File: config.mk
export PLATFORM = sky130hd
export DESIGN_NAME = io_cfg_loader_flat
export DESIGN_NICKNAME = d
export VERILOG_FILES = /design/src/rtl/io_cfg_loader_pkg.sv /design/src/rtl/io_cfg_loader_if.sv /design/src/rtl/io_cfg_loader_crc16.sv /design/src/rtl/io_cfg_loader.sv /design/src/flat_wrapper.sv
export SDC_FILE = /design/constraint.sdc
export NUM_CORES = 1
export LEC_CHECK = 0
export BUFFER_PORTS_ARGS = -buffer_cell sky130_fd_sc_hd__buf_2
export CAP_MARGIN = 5
export CORE_MARGIN = 2
export CORE_UTILIZATION = 50
export CTS_CLUSTER_SIZE = 24
export DETAILED_ROUTE_END_ITERATION = 8
export GPL_TIMING_DRIVEN = 0
export MAX_ROUTING_LAYER = met4
export PLACE_DENSITY_LB_ADDON = 0.12
export SLEW_MARGIN = 40
export SYNTH_ARGS = -nofsm -noshare
export SYNTH_HDL_FRONTEND = slang
export SYNTH_SLANG_ARGS = --single-unit
File: constraint.sdc
create_clock -name clk -period 1.8 [get_ports clk]
set_input_delay 0.18 -clock clk [delete_from_list [all_inputs] [get_ports clk]]
set_output_delay 0.18 -clock clk [all_outputs]
set_load 0.005 [all_outputs]
File: src/rtl/io_cfg_loader_pkg.sv
// rtl/io_cfg_loader_pkg.sv - shared types, CRC constants and CRC step function for io_cfg_loader
package io_cfg_pkg;

  typedef enum logic [2:0] {
    ST_IDLE   = 3'd0,
    ST_FETCH  = 3'd1,
    ST_SHIFT  = 3'd2,
    ST_VERIFY = 3'd3,
    ST_DONE   = 3'd4
  } io_cfg_state_t;

  localparam logic [15:0] CRC16_POLY = 16'h1021;
  localparam logic [15:0] CRC16_INIT = 16'hFFFF;

  // One bit-serial CRC-16-CCITT step, message bit taken MSB first.
  function automatic logic [15:0] crc16_step(input logic [15:0] crc, input logic bit_in);
    crc16_step = {crc[14:0], 1'b0} ^ ((crc[15] ^ bit_in) ? CRC16_POLY : 16'h0000);
  endfunction

endpackage

File: src/rtl/io_cfg_loader_if.sv
// rtl/io_cfg_loader_if.sv - host handshake and scan-chain signal bundle for io_cfg_loader
interface io_cfg_loader_if #(
  parameter int WORD_W = 8
);
  logic              start;
  logic              abort;
  logic [WORD_W-1:0] word_in;
  logic              word_valid;
  logic              word_ready;
  logic              config_en;
  logic              config_data_in;
  logic              config_data_out;
  logic              busy;
  logic              done;
  logic              error;

  // Environment side: host plus the scan chain's serial output.
  modport master (
    output start, abort, word_in, word_valid, config_data_out,
    input  word_ready, config_en, config_data_in, busy, done, error
  );

  // Loader side.
  modport slave (
    input  start, abort, word_in, word_valid, config_data_out,
    output word_ready, config_en, config_data_in, busy, done, error
  );
endinterface

File: src/rtl/io_cfg_loader_crc16.sv
// rtl/io_cfg_loader_crc16.sv - bit-serial CRC-16-CCITT accumulator (crc16_serial)
module crc16_serial
  import io_cfg_pkg::*;
(
  input  logic        clk,
  input  logic        nrst,
  input  logic        clr,
  input  logic        en,
  input  logic        bit_in,
  output logic [15:0] crc
);

  // Accumulate one bit per enabled cycle; clear takes precedence.
  always_ff @(posedge clk or negedge nrst) begin
    if (!nrst) begin
      crc <= CRC16_INIT;
    end else if (clr) begin
      crc <= CRC16_INIT;
    end else if (en) begin
      crc <= crc16_step(crc, bit_in);
    end
  end

endmodule

File: src/rtl/io_cfg_loader.sv
// rtl/io_cfg_loader.sv - IO ring CRAM chain loader; optional readback verify under IO_CFG_READBACK_EN
module io_cfg_loader
  import io_cfg_pkg::*;
#(
  parameter int CHAIN_LEN = 384,
  parameter int WORD_W    = 8
) (
  input  logic           clk,
  input  logic           nrst,
  io_cfg_loader_if.slave bus
);

  localparam int CNT_W = $clog2(CHAIN_LEN + 1);
  localparam int WB_W  = (WORD_W > 1) ? $clog2(WORD_W) : 1;

  if (CHAIN_LEN == 0 || (CHAIN_LEN % WORD_W) != 0) begin : g_bad_chain_len
    $error("io_cfg_loader: CHAIN_LEN must be a nonzero multiple of WORD_W");
  end

  io_cfg_state_t     state_q;
  logic [CNT_W-1:0]  bit_cnt_q;
  logic [WB_W-1:0]   wbit_cnt_q;
  logic [WORD_W-1:0] shreg_q;

`ifdef IO_CFG_READBACK_EN
  logic        error_q;
  logic [15:0] load_crc;
  logic [15:0] rb_crc;

  crc16_serial u_load_crc (
    .clk    (clk),
    .nrst   (nrst),
    .clr    (state_q == ST_IDLE),
    .en     (state_q == ST_SHIFT),
    .bit_in (shreg_q[WORD_W-1]),
    .crc    (load_crc)
  );

  crc16_serial u_rb_crc (
    .clk    (clk),
    .nrst   (nrst),
    .clr    (state_q == ST_IDLE),
    .en     (state_q == ST_VERIFY),
    .bit_in (bus.config_data_out),
    .crc    (rb_crc)
  );

  assign bus.error          = error_q;
  // During verify the chain recirculates so its contents survive the readback.
  assign bus.config_data_in = (state_q == ST_SHIFT)  ? shreg_q[WORD_W-1] :
                              (state_q == ST_VERIFY) ? bus.config_data_out : 1'b0;
`else
  logic unused_config_data_out;
  assign unused_config_data_out = bus.config_data_out;
  assign bus.error              = 1'b0;
  assign bus.config_data_in     = (state_q == ST_SHIFT) & shreg_q[WORD_W-1];
`endif

  assign bus.word_ready = (state_q == ST_FETCH);
  assign bus.config_en  = (state_q == ST_SHIFT) || (state_q == ST_VERIFY);
  assign bus.busy       = (state_q != ST_IDLE);
  assign bus.done       = (state_q == ST_DONE);

  // Load sequencer: fetch a word, shift it out MSB first, repeat until the chain is full.
  always_ff @(posedge clk or negedge nrst) begin
    if (!nrst) begin
      state_q    <= ST_IDLE;
      bit_cnt_q  <= '0;
      wbit_cnt_q <= '0;
      shreg_q    <= '0;
`ifdef IO_CFG_READBACK_EN
      error_q    <= 1'b0;
`endif
    end else if (bus.abort) begin
      // Abort wins over start, handshake and completion; the partial load stays in the chain.
      state_q <= ST_IDLE;
    end else begin
      case (state_q)
        ST_IDLE: begin
          bit_cnt_q  <= '0;
          wbit_cnt_q <= '0;
          if (bus.start) begin
            state_q <= ST_FETCH;
`ifdef IO_CFG_READBACK_EN
            error_q <= 1'b0;
`endif
          end
        end
        ST_FETCH: begin
          if (bus.word_valid) begin
            shreg_q <= bus.word_in;
            state_q <= ST_SHIFT;
          end
        end
        ST_SHIFT: begin
          shreg_q   <= {shreg_q[WORD_W-2:0], 1'b0};
          bit_cnt_q <= bit_cnt_q + CNT_W'(1);
          if (wbit_cnt_q == WB_W'(WORD_W - 1)) begin
            wbit_cnt_q <= '0;
            if (bit_cnt_q == CNT_W'(CHAIN_LEN - 1)) begin
`ifdef IO_CFG_READBACK_EN
              state_q   <= ST_VERIFY;
              bit_cnt_q <= '0;
`else
              state_q   <= ST_DONE;
`endif
            end else begin
              state_q <= ST_FETCH;
            end
          end else begin
            wbit_cnt_q <= wbit_cnt_q + WB_W'(1);
          end
        end
`ifdef IO_CFG_READBACK_EN
        ST_VERIFY: begin
          bit_cnt_q <= bit_cnt_q + CNT_W'(1);
          if (bit_cnt_q == CNT_W'(CHAIN_LEN - 1)) begin
            state_q <= ST_DONE;
            // Fold in the final readback bit so the flag lands together with done.
            error_q <= (crc16_step(rb_crc, bus.config_data_out) != load_crc);
          end
        end
`endif
        ST_DONE: begin
          state_q <= ST_IDLE;
        end
        default: begin
          state_q <= ST_IDLE;
        end
      endcase
    end
  end

endmodule

File: src/flat_wrapper.sv
// flat-port wrapper written by rule: the top's interface ports become plain ports
module io_cfg_loader_flat import io_cfg_pkg::*;
#(
  parameter int CHAIN_LEN = 384,
  parameter int WORD_W    = 8
)
  (clk, nrst, bus_start, bus_abort, bus_word_in, bus_word_valid, bus_config_data_out, bus_word_ready, bus_config_en, bus_config_data_in, bus_busy, bus_done, bus_error);
  io_cfg_loader_if #(.WORD_W(WORD_W)) bus_i ();
  input  logic clk;
  input  logic nrst;
  input wire logic [$bits(bus_i.start)-1:0] bus_start;
  input wire logic [$bits(bus_i.abort)-1:0] bus_abort;
  input wire logic [$bits(bus_i.word_in)-1:0] bus_word_in;
  input wire logic [$bits(bus_i.word_valid)-1:0] bus_word_valid;
  input wire logic [$bits(bus_i.config_data_out)-1:0] bus_config_data_out;
  output wire logic [$bits(bus_i.word_ready)-1:0] bus_word_ready;
  output wire logic [$bits(bus_i.config_en)-1:0] bus_config_en;
  output wire logic [$bits(bus_i.config_data_in)-1:0] bus_config_data_in;
  output wire logic [$bits(bus_i.busy)-1:0] bus_busy;
  output wire logic [$bits(bus_i.done)-1:0] bus_done;
  output wire logic [$bits(bus_i.error)-1:0] bus_error;
  assign bus_i.start = bus_start;
  assign bus_i.abort = bus_abort;
  assign bus_i.word_in = bus_word_in;
  assign bus_i.word_valid = bus_word_valid;
  assign bus_i.config_data_out = bus_config_data_out;
  assign bus_word_ready = bus_i.word_ready;
  assign bus_config_en = bus_i.config_en;
  assign bus_config_data_in = bus_i.config_data_in;
  assign bus_busy = bus_i.busy;
  assign bus_done = bus_i.done;
  assign bus_error = bus_i.error;
  io_cfg_loader #(.CHAIN_LEN(CHAIN_LEN), .WORD_W(WORD_W)) u_core (.clk(clk), .nrst(nrst), .bus(bus_i));
endmodule
==> impl_metrics.py, run 1 <==
metrics = {
    "run_status": {
        "status": "finished clean",
    },
    "synth": {
        "synth_warnings": 0,
        "synth_seq_cells": 23,
        "synth_flop_cell": "dfrtp_1",
        "syn-cell-area_mm2": 0.00127,
        "syn_nets": 138,
        "avgSynthCellArea_um2": 10.5,
        "synthTopCellsByArea": "dfrtp_1 45%, mux2_2 13%, nand2_1 3.8%, ha_1 3.0%, nand2b_1 2.5%",
        "synthArstFlopShare": 1.00,
        "yosys-top-cells-count": "23 x dfrtp_1, 15 x mux2_2, 13 x nand2_1",
        "synth_edf_count": 0,
        "synth_most_common_cell": "dfrtp_1",
        "synthCells": 121,
        "yosysSeqAreaShare": 0.453,
        "yosysTopAreaCell": "dfrtp_1",
        "synth_top_cell_area_share": 0.453,
        "synth_cell_types": 35,
    },
    "cts": {
        "cts_tree": "built",
        "clk_latency_ps": 310,
        "h-tree-depth": 1,
        "cts_buffer_depth": 2,
        "cts_buffers": 3,
        "cts-root-buf": "clkbuf_4",
        "cts.sinks": 23,
        "clkTransAtPathRegs_ps": 130,
    },
    "drt": {
        "drtPass1Iterations": 4,
        "num_vias": 953,
        "drt_iter0_drc": 12,
        "ant_nets": 0,
        "wirelength_um": 2430,
        "drc": 0,
        "routed_via_density": 5.54,
        "wl_per_cell_um": 14.1,
    },
    "setup_path": {
        "reg2reg_slack_ps": 70,
        "cp-start-kind": "flip-flop",
        "end_kind": "flip-flop",
        "cp_max_fo": 10,
        "r2r_start": "u_core.state_q[2]$_DFFE_PN0P_",
        "ff2ff_path_depth": 5,
        "arrival_ps": 1980,
        "rr_endpoint": "u_core.bit_cnt_q[4]$_DFFE_PN0P_",
        "worstPathRequired_ps": 2050,
        "critPathKind": "reg -> reg",
    },
    "final_layout": {
        "multiInputGateArea_um2": 651,
        "finalNetCount": 160,
        "register_area_um2": 576,
        "n_antenna_cell": 0,
        "drive_gt1_frac": 0.331,
        "design_area_mm2": 0.00147,
        "syn_to_final_growth_pct": 15.5,
        "utilization": 0.603,
        "fillers": 216,
    },
    "sta": {
        "hold_viol": 0,
        "final_max_slew_viol_count": 0,
        "worstMarginPinSlew_ps": 515,
        "max_slew_margin": 0.657,
        "rsz0062_at_grt": "no",
        "fmax_mhz": 578,
        "finalClockSkew_ps": 9.07,
        "worst_slack_ps": 68.6,
        "setup_violations": 0,
        "finalCritPeriodShare": 0.962,
        "min_period_ps": 1730,
    },
    "placement": {
        "port_buffers": 17,
        "dpl_cell_area_mm2": 0.00139,
        "post-dp-hpwl_um": 1720,
        "place_congestion": 0.720,
        "dpl_worst_slack_ps": -230,
    },
    "global_route": {
        "overflow": 0,
        "grt_pass1_vias": 914,
        "grt_use_total": 0.191,
        "grt_max_degree": 24,
        "antenna_found_initial": 0,
        "grt_pass1_wl_um": 4020,
    },
    "die": {
        "dieArea_mm2": 0.00296,
        "io_pins": 20,
        "die_y_um": 54.4,
        "initial_utilization": 0.522,
        "fp-row-count": 18,
        "chipWidth_um": 54.4,
        "fp.coreArea_mm2": 0.00243,
    },
    "min_path": {
        "holdPathStages": 2,
        "min-delay-start": "bus_word_valid",
        "hold_class": "in -> reg",
        "worstHoldEndpoint": "u_core.state_q[0]$_DFFE_PN0P_",
    },
    "run": {
        "drv_cap": 0,
    },
    "power_and_ir_drop": {
        "p_leak_nw": 0.642,
        "peakVddDrop_mv": 0.561,
        "power.density_mw_per_mm2": 756,
    },
}
-- stage by stage --
step	hold slack, ps	std cells	setup TNS, ps	power, mW
final	124	172	0	1.11
after global routing	135	172	0	1.18
after CTS	118	174	0	1.12
after detailed placement	191	168	-1540	0.869
after global placement	184	168	-1240	0.855
after floorplan	-116	121	0	0.799
-- layout by cell type, fill, tap and decap left out, types with 3 or more instances in the layout --
cell type  synthesis  layout
a21boi_0           3       3
buf_2              0      18
clkbuf_1           6       3
clkbuf_4           0       3
dfrtp_1           23      23
ha_1               3       3
inv_1              3       3
mux2_2            15      15
mux2i_1            3       3
nand2_1           13      13
nand2b_1           5       5
nand3_1            3       3
nor2b_1            3       3
o21ai_0            6       6
o31ai_1            3       3
or4_1              4       4
-- power by group --
part	leakage (nW)	switching [mW]	internal (mW)
clock network	0.0150	0.153	0.0864
logic	0.326	0.0985	0.132
registers	0.301	0.0408	0.597
total	0.642	0.293	0.816
-- worst max-delay path, cell delays in order (launching register included) --
cell and delay, ps:
dfrtp_1 390, buf_6 140, or3_4 380, buf_6 150, or4_1 470, a21boi_1 150
-- cell families (layout without fill, tap and decap cells) --
group | count (synthesis) | after routing | synth area share
other cells | 1 | 1 | 0.00295
fa+ha+maj | 3 | 3 | 0.0296
simple gates | 44 | 44 | 0.199
flops | 23 | 23 | 0.453
buf+inv | 12 | 33 | 0.0502
mux | 18 | 18 | 0.157
compound gates | 20 | 20 | 0.108
-- how the worst max path moves through the flow --
stage,start,endpoint,slack (ps),cells after the start
5_1_grt,u_core.state_q[2]$_DFFE_PN0P_,u_core.bit_cnt_q[4]$_DFFE_PN0P_,20,5
3_3_place_gp,u_core.state_q[0]$_DFFE_PN0P_,u_core.shreg_q[6]$_DFFE_PN0P_,-180,4
4_1_cts,u_core.state_q[1]$_DFFE_PN0P_,bus_busy,20,4
6_report,u_core.state_q[2]$_DFFE_PN0P_,u_core.bit_cnt_q[4]$_DFFE_PN0P_,70,5
3_5_place_dp,u_core.state_q[0]$_DFFE_PN0P_,u_core.shreg_q[1]$_DFFE_PN0P_,-230,4
2_1_floorplan,u_core.state_q[0]$_DFFE_PN0P_,u_core.shreg_q[1]$_DFFE_PN0P_,40,4
-- metal layers --
| metal | GRT usage | up-vias | part of all wire |
|---|---|---|---|
| met5 | - | - | 0 |
| met4 | 0.0625 | 0 | 0.0054 |
| met3 | 0.0246 | 2 | 0.033 |
| met2 | 0.293 | 14 | 0.47 |
| met1 | 0.262 | 466 | 0.49 |
| li1 | - | 471 | - |
-- final cells by class --
cell class / count / share of cell area
inverter: 3 / 0.00768
timing repair buffer: 19 / 0.0785
sequential: 23 / 0.392
clock buffer: 4 / 0.0179
tap: 30 / 0.0256
buffer: 7 / 0.0341
multi-input combinational: 86 / 0.444
-- state kept, by name, indices dropped and copies added (netlist names) --
signal             flops
u_core.state_q         3
u_core.wbit_cnt_q      3
u_core.shreg_q         8
u_core.bit_cnt_q       9
-- what timing repair did --
action                     CTS  global route
hold endpoints to repair    23             0
pin swaps                    1             0
buffers inserted             1             0
hold buffers                 1             0
setup endpoints to repair   10             6
resized for setup            5             3
No activity file was read; power rests on OpenSTA's default activity.
==> inputs of run 2 (changes only) <==
--- a/config.mk
+++ b/config.mk
@@ -13,7 +13,7 @@
 export DETAILED_ROUTE_END_ITERATION = 8
 export GPL_TIMING_DRIVEN = 0
 export MAX_ROUTING_LAYER = met4
-export PLACE_DENSITY_LB_ADDON = 0.12
+export PLACE_DENSITY_LB_ADDON = 0.25
 export SLEW_MARGIN = 40
 export SYNTH_ARGS = -nofsm -noshare
 export SYNTH_HDL_FRONTEND = slang
==> run 2 against run 1 <==
  * Global-route usage is 0.26 points higher
  * Critical path depth down 2
  * Final area grew 0.94%
  * Combinational power grew 3%
  * Sequential power grew 0.9%
  * Total power increased by 1.1%
  * Sequential share of layout area decreased by 0.36 points
  * Maximum frequency up 1.9%
  * Largest power group unchanged
  * Highest routed layer unchanged
==> impl_metrics.py, run 2 (same netlist as run 1, synthesis figures left out) <==
metrics = {
    "cts": {
        "cts_buffers": 3,
        "clk_latency_ps": 310,
        "h-tree-depth": 1,
        "cts.sinks": 23,
        "cts_tree": "built",
        "cts_buffer_depth": 2,
        "clkTransAtPathRegs_ps": 130,
        "cts-root-buf": "clkbuf_4",
    },
    "sta": {
        "fmax_mhz": 588,
        "finalCritPeriodShare": 0.944,
        "hold_viol": 0,
        "max_slew_margin": 0.657,
        "final_max_slew_viol_count": 0,
        "finalClockSkew_ps": 11.1,
        "min_period_ps": 1700,
        "worstMarginPinSlew_ps": 514,
        "setup_tns_ps": 0,
        "rsz0062_at_grt": "no",
        "setup_violations": 0,
    },
    "die": {
        "initial_utilization": 0.522,
        "dieArea_mm2": 0.00296,
        "io_pins": 20,
        "chipWidth_um": 54.4,
        "fp.coreArea_mm2": 0.00243,
        "die_y_um": 54.4,
        "fp-row-count": 18,
    },
    "final_layout": {
        "largestRegisters": "u_core.bit_cnt_q: 9 flops, u_core.shreg_q: 8 flops",
        "drive_gt1_frac": 0.347,
        "n_antenna_cell": 0,
        "syn_to_final_growth_pct": 16.6,
        "largest_register_ffs": 9,
        "fillers": 202,
        "fin_cells": 174,
        "layout_commonest_cell": "dfrtp_1",
        "largest_register": "u_core.bit_cnt_q",
        "final_cell_mix": "23 x dfrtp_1, 19 x buf_2, 15 x mux2_2, 13 x nand2_1, 6 x o21ai_0",
        "finalNetCount": 162,
        "design_area_mm2": 0.00148,
    },
    "power_and_ir_drop": {
        "pwr-share-clk": 0.213,
        "p_sw_frac": 0.268,
        "p_sw_mw": 0.301,
        "internal-power_mw": 0.820,
        "pwr-share-comb": 0.212,
        "p_leak_nw": 0.651,
        "peakVddDrop_mv": 0.540,
        "power.density_mw_per_mm2": 757,
        "power_frac_seq": 0.575,
    },
    "setup_path": {
        "cp-start-kind": "flip-flop",
        "crit_end": "bus_busy",
        "end_kind": "output port",
        "critPathKind": "reg -> out",
        "reg2reg_slack_ps": 100,
        "arrival_ps": 1520,
        "critPathLaunch": "u_core.state_q[1]$_DFFE_PN0P_",
        "worstPathRequired_ps": 1620,
        "rr_endpoint": "u_core.bit_cnt_q[4]$_DFFE_PN0P_",
        "r2r_start": "u_core.state_q[2]$_DFFE_PN0P_",
        "ff2ff_path_depth": 5,
        "cp_max_fo": 10,
    },
    "drt": {
        "ant_nets": 0,
        "drc": 0,
        "wl_per_cell_um": 14.3,
        "wirelength_um": 2490,
        "wl_met3_um": 57,
        "num_vias": 977,
        "dr_wl_met2_um": 1250,
        "drt_iter0_drc": 14,
        "highest_layer": "met4",
        "wl_met1_um": 1160,
        "drtPass1Iterations": 4,
        "routed_via_density": 5.61,
    },
    "global_route": {
        "grt_pass1_wl_um": 3980,
        "antenna_found_initial": 0,
        "grt_pass1_vias": 903,
        "grt_max_degree": 24,
        "overflow": 0,
        "grt_use_total": 0.194,
    },
    "min_path": {
        "hold_class": "in -> reg",
    },
    "placement": {
        "place_congestion": 0.737,
        "dp_cells": 168,
        "post-dp-hpwl_um": 1790,
        "port_buffers": 17,
        "dpl_cell_area_mm2": 0.00139,
    },
    "run_status": {
        "status": "finished clean",
    },
    "run": {
        "drv_cap": 0,
    },
}
==> run 2: layer usage <==
metal / track usage / vias up
met5: - / -
met4: 0.0500 / 0
met3: 0.0328 / 2
met2: 0.317 / 9
met1: 0.249 / 487
li1: - / 479
==> run 2: critical path, stage by stage, from the launching register on <==
cell and delay (ps):
dfrtp_1 490, clkbuf_4 230, or3_1 360, buf_2 130
==> run 2: area by class of cell <==
| type | instances | area [um2] | area share |
|---|---|---|---|
| repair buffers | 21 | 128 | 0.0862 |
| flip-flops and latches | 23 | 576 | 0.389 |
| well taps | 30 | 37.5 | 0.0254 |
| inverters | 3 | 11.3 | 0.00761 |
| multi-input cells | 86 | 652 | 0.440 |
| plain buffers | 7 | 50.0 | 0.0338 |
| clock buffers | 4 | 26.3 | 0.0178 |
==> run 2: what timing repair did <==
item                                    in CTS  in global routing
buffers inserted                             1                  1
hold buffers                                 1                  0
endpoints found under the setup margin      10                 10
hold endpoints to repair                    23                  0
resized for setup                            5                  3
pin swaps                                    1                  2
cloned                                       0                  1
==> run 2: worst min-delay path by stage <==
| stage | start | endpoint | cells after the start |
|---|---|---|---|
| 6_report | bus_word_valid | u_core.state_q[0]$_DFFE_PN0P_ | 2 |
| 5_1_grt | bus_word_valid | u_core.state_q[0]$_DFFE_PN0P_ | 2 |
| 3_3_place_gp | nrst | u_core.bit_cnt_q[6]$_DFFE_PN0P_ | 1 |
| 4_1_cts | bus_word_valid | u_core.state_q[0]$_DFFE_PN0P_ | 2 |
| 2_1_floorplan | nrst | u_core.bit_cnt_q[0]$_DFFE_PN0P_ | 0 |
| 3_5_place_dp | nrst | u_core.bit_cnt_q[6]$_DFFE_PN0P_ | 1 |
==> run 2: power by group through the flow <==
stage / registers, mW / logic [mW] / clock network (mW)
2_1_floorplan: 0.634 / 0.165 / 0
3_3_place_gp: 0.640 / 0.214 / 0
3_5_place_dp: 0.652 / 0.224 / 0
4_1_cts: 0.641 / 0.237 / 0.242
5_1_grt: 0.652 / 0.264 / 0.264
6_report: 0.644 / 0.237 / 0.239
==> run 2: per-stage QoR <==
stage | setup WS, ps | utilization | hold WS, ps | power [mW]
after floorplan | 41.6 | - | -116 | 0.799
after global placement | -158 | 0.573 | 179 | 0.854
after detailed placement | -232 | 0.573 | 188 | 0.875
after CTS | 7.13 | 0.603 | 125 | 1.12
after global routing | 32.8 | 0.609 | 119 | 1.18
final | 100 | 0.609 | 128 | 1.12
==> inputs of run 3 (changes only) <==
--- a/config.mk
+++ b/config.mk
@@ -17,4 +17,5 @@
 export SLEW_MARGIN = 40
 export SYNTH_ARGS = -nofsm -noshare
 export SYNTH_HDL_FRONTEND = slang
+export SYNTH_HIERARCHICAL = 1
 export SYNTH_SLANG_ARGS = --single-unit
==> run 3 against run 2 <==
  * Combinational power hardly changed
  * Final area is 1.9% higher
  * Clock skew is 1.5 ps lower
  * Setup slack worse by 64 ps
  * Critical path depth is 2 higher
  * Largest cell class unchanged
  * Highest routed layer unchanged
  * Critical path type is now reg -> reg
  * Clock-buffer cell count is 1 lower
  * Critical endpoint is now u_core/shreg_q[1]$_DFFE_PN0P_
  * Synthesized cell count is 4.1% higher
  * First-iteration DRC count grew to 2.9 times the previous value
  * Wire length is 5.2% higher
==> impl_metrics.py, run 3 <==
metrics = {
    "power_and_ir_drop": {
        "power_frac_seq": 0.576,
        "p_leak_nw": 0.687,
        "pwr-share-clk": 0.211,
        "p_sw_mw": 0.295,
        "p_sw_frac": 0.267,
        "peakVddDrop_mv": 0.675,
        "pwr-share-comb": 0.213,
        "internal-power_mw": 0.808,
        "p_total_mw": 1.10,
        "power.density_mw_per_mm2": 731,
    },
    "setup_path": {
        "worstPathRequired_ps": 2010,
        "arrival_ps": 1970,
        "crit_cells": 5,
        "ff2ff_path_depth": 5,
        "cp_max_fo": 9,
        "cp_num_buf_inv": 2,
        "cp-start-kind": "flip-flop",
        "cp_top_family": "multiplexers",
        "critPathLaunch": "u_core/state_q[1]$_DFFE_PN0P_",
        "r2r_start": "u_core/state_q[1]$_DFFE_PN0P_",
        "reg2reg_slack_ps": 40,
        "rr_endpoint": "u_core/shreg_q[1]$_DFFE_PN0P_",
        "crit_top_cell": "mux2_2",
        "end_kind": "flip-flop",
        "slowest_delay_ps": 360,
        "critPathKind": "reg -> reg",
        "crit_path_cell_trace": "clkbuf_4 -> nor3b_4 -> buf_4 -> mux2_2 -> mux2_2",
        "cp_slowest_cell": "dfrtp_1",
    },
    "synth": {
        "synth_seq_cells": 23,
        "synth_compound_area_frac": 0.134,
        "synth_top_cell_area_share": 0.445,
        "synth_top_family_by_area": "simple AND/OR/NAND/NOR gates",
        "synth_cell_types": 37,
        "yosys-top-cells-count": "23 x dfrtp_1, 19 x nand2_1, 15 x mux2_2",
        "yosysTopAreaCell": "dfrtp_1",
        "synth_fa_ha_area_frac": 0.0290,
        "syn_nets": 143,
        "synth_warnings": 6,
        "synthArstFlopShare": 1.00,
        "synth_most_common_cell": "dfrtp_1",
        "synthCells": 126,
        "synth_xor_area_frac": 0,
        "synth-simple-area-share": 0.221,
        "synth_edf_count": 0,
        "synth_flop_cell": "dfrtp_1",
        "yosysSeqAreaShare": 0.445,
        "syn-cell-area_mm2": 0.00129,
        "synthTopCellsByArea": "dfrtp_1 45%, mux2_2 13%, nand2_1 5.5%, o311ai_2 3.8%, nand3_1 3.1%",
        "synthMuxAreaShare": 0.131,
        "avgSynthCellArea_um2": 10.3,
    },
    "final_layout": {
        "n_antenna_cell": 0,
        "utilization": 0.614,
        "fin_cells": 182,
        "register_area_um2": 576,
        "fillers": 202,
        "finalNetCount": 170,
        "largest_register": "u_core/bit_cnt_q",
        "design_area_mm2": 0.00151,
        "syn_to_final_growth_pct": 16.7,
        "drive_gt1_frac": 0.349,
        "largest_register_ffs": 9,
        "final_cell_mix": "23 x dfrtp_1, 19 x buf_2, 19 x nand2_1, 15 x mux2_2, 8 x nand3_1",
        "multiInputGateArea_um2": 682,
        "largestRegisters": "u_core/bit_cnt_q: 9 flops, u_core/shreg_q: 8 flops",
        "layout_commonest_cell": "dfrtp_1",
    },
    "sta": {
        "finalCritPeriodShare": 0.980,
        "rsz0062_at_grt": "yes",
        "min_period_ps": 1760,
        "worstMarginPinSlew_ps": 628,
        "max_slew_margin": 0.578,
        "fmax_mhz": 567,
        "setup_violations": 0,
        "setup_tns_ps": 0,
        "finalClockSkew_ps": 9.57,
        "hold_viol": 0,
        "final_max_slew_viol_count": 0,
    },
    "global_route": {
        "grt_use_total": 0.203,
        "grt_pass1_vias": 964,
        "grt_pass1_wl_um": 4150,
        "grt_max_degree": 24,
        "overflow": 0,
        "antenna_found_initial": 0,
    },
    "drt": {
        "num_vias": 1067,
        "drt_iter0_drc": 41,
        "drtPass1Iterations": 4,
        "wl_per_cell_um": 14.4,
        "ant_nets": 0,
        "wirelength_um": 2620,
        "routed_via_density": 5.86,
        "drc": 0,
    },
    "cts": {
        "cts-root-buf": "clkbuf_4",
        "h-tree-depth": 1,
        "cts_tree": "built",
        "clk_latency_ps": 310,
        "clkTransAtPathRegs_ps": 130,
        "cts_buffers": 3,
        "cts_buffer_depth": 2,
        "cts.sinks": 23,
    },
    "die": {
        "fp-row-count": 18,
        "initial_utilization": 0.527,
        "io_pins": 20,
        "dieArea_mm2": 0.00301,
        "chipWidth_um": 54.8,
        "fp.coreArea_mm2": 0.00245,
        "die_y_um": 54.8,
    },
    "placement": {
        "place_congestion": 0.746,
        "dpl_cell_area_mm2": 0.00142,
        "dp_cells": 173,
        "post-dp-hpwl_um": 1890,
        "port_buffers": 17,
    },
    "run": {
        "drv_cap": 0,
    },
    "run_status": {
        "status": "finished clean",
    },
    "min_path": {
        "holdPathStages": 2,
        "min-delay-start": "bus_word_valid",
        "hold_class": "in -> reg",
        "worstHoldEndpoint": "u_core/state_q[0]$_DFFE_PN0P_",
    },
}
[run 3: changes by cell type after synthesis, moves of 4 or more]
cell | previous run | this run
or3_1 | 2 | 6
o21ai_0 | 6 | 2
nand3_1 | 3 | 8
o211ai_1 | 0 | 4
or4_1 | 4 | 0
nand2_1 | 13 | 19
[run 3: cell families after synthesis]
family / after synthesis
other: 1
AND/OR/NAND/NOR: 54
flip-flops: 23
adder cells (fa/ha/maj): 3
multiplexers: 15
buffers and inverters: 10
AO/OA/AOI/OAI: 20
[run 3: metal layers]
layer | wire length [um] | vias up | GRT usage | share of wire
met3 | 216 | 2 | 0.0710 | 0.082
met5 | 0 | - | - | 0
met2 | 1280 | 45 | 0.333 | 0.49
li1 | - | 512 | - | -
met4 | 15 | 0 | 0.0375 | 0.0057
met1 | 1110 | 508 | 0.240 | 0.42
[run 3: worst max path at each step]
stage                                          endpoint  slack, ps
after floorplan           u_core/shreg_q[1]$_DFFE_PN0P_        140
after global placement    u_core/shreg_q[6]$_DFFE_PN0P_         10
after detailed placement  u_core/shreg_q[6]$_DFFE_PN0P_        -30
after CTS                                      bus_busy         10
after global routing      u_core/shreg_q[1]$_DFFE_PN0P_        -40
final                     u_core/shreg_q[1]$_DFFE_PN0P_         40
[run 3: metrics by stage]
stage          hold slack [ps]  setup slack (ps)
4_1_cts                   96.2              14.4
6_report                   110              36.4
3_5_place_dp               174             -30.2
5_1_grt                   79.2             -36.5
2_1_floorplan             -116               136
3_3_place_gp               180              10.2
[run 3: what timing repair did]
item                                   CTS  global route
endpoints found under the hold margin   23             0
buffers inserted                         0             4
cloned                                   0             0
setup endpoints to repair               10            10
gates resized for setup                  3             7
pin swaps                                0             2
hold buffers                             1             0
[run 3: power groups by stage]
stage          sequential [mW]  clock (mW)  combinational (mW)
6_report                 0.635       0.233               0.235
5_1_grt                  0.644       0.272               0.259
4_1_cts                  0.636       0.243               0.225
3_5_place_dp             0.647           0               0.220
3_3_place_gp             0.640           0               0.207
2_1_floorplan            0.634           0               0.158
[run 3: worst reg2reg max path, delay by kind of cell, from the launching register on]
| kind | cells | cell delay (ps) |
|---|---|---|
| muxes | 2 | 590 |
| DFF | 1 | 360 |
| and+or+nand+nor | 1 | 340 |
| buffers and inverters | 2 | 380 |
[run 3: area by class of cell]
| type | count | share of cell area |
|---|---|---|
| Clock inverter | 1 | 0.00332 |
| Inverter | 2 | 0.00498 |
| Multi-Input combinational cell | 93 | 0.452 |
| Timing Repair Buffer | 22 | 0.0830 |
| Buffer | 8 | 0.0349 |
| Sequential cell | 23 | 0.382 |
| Tap cell | 30 | 0.0249 |
| Clock buffer | 3 | 0.0149 |
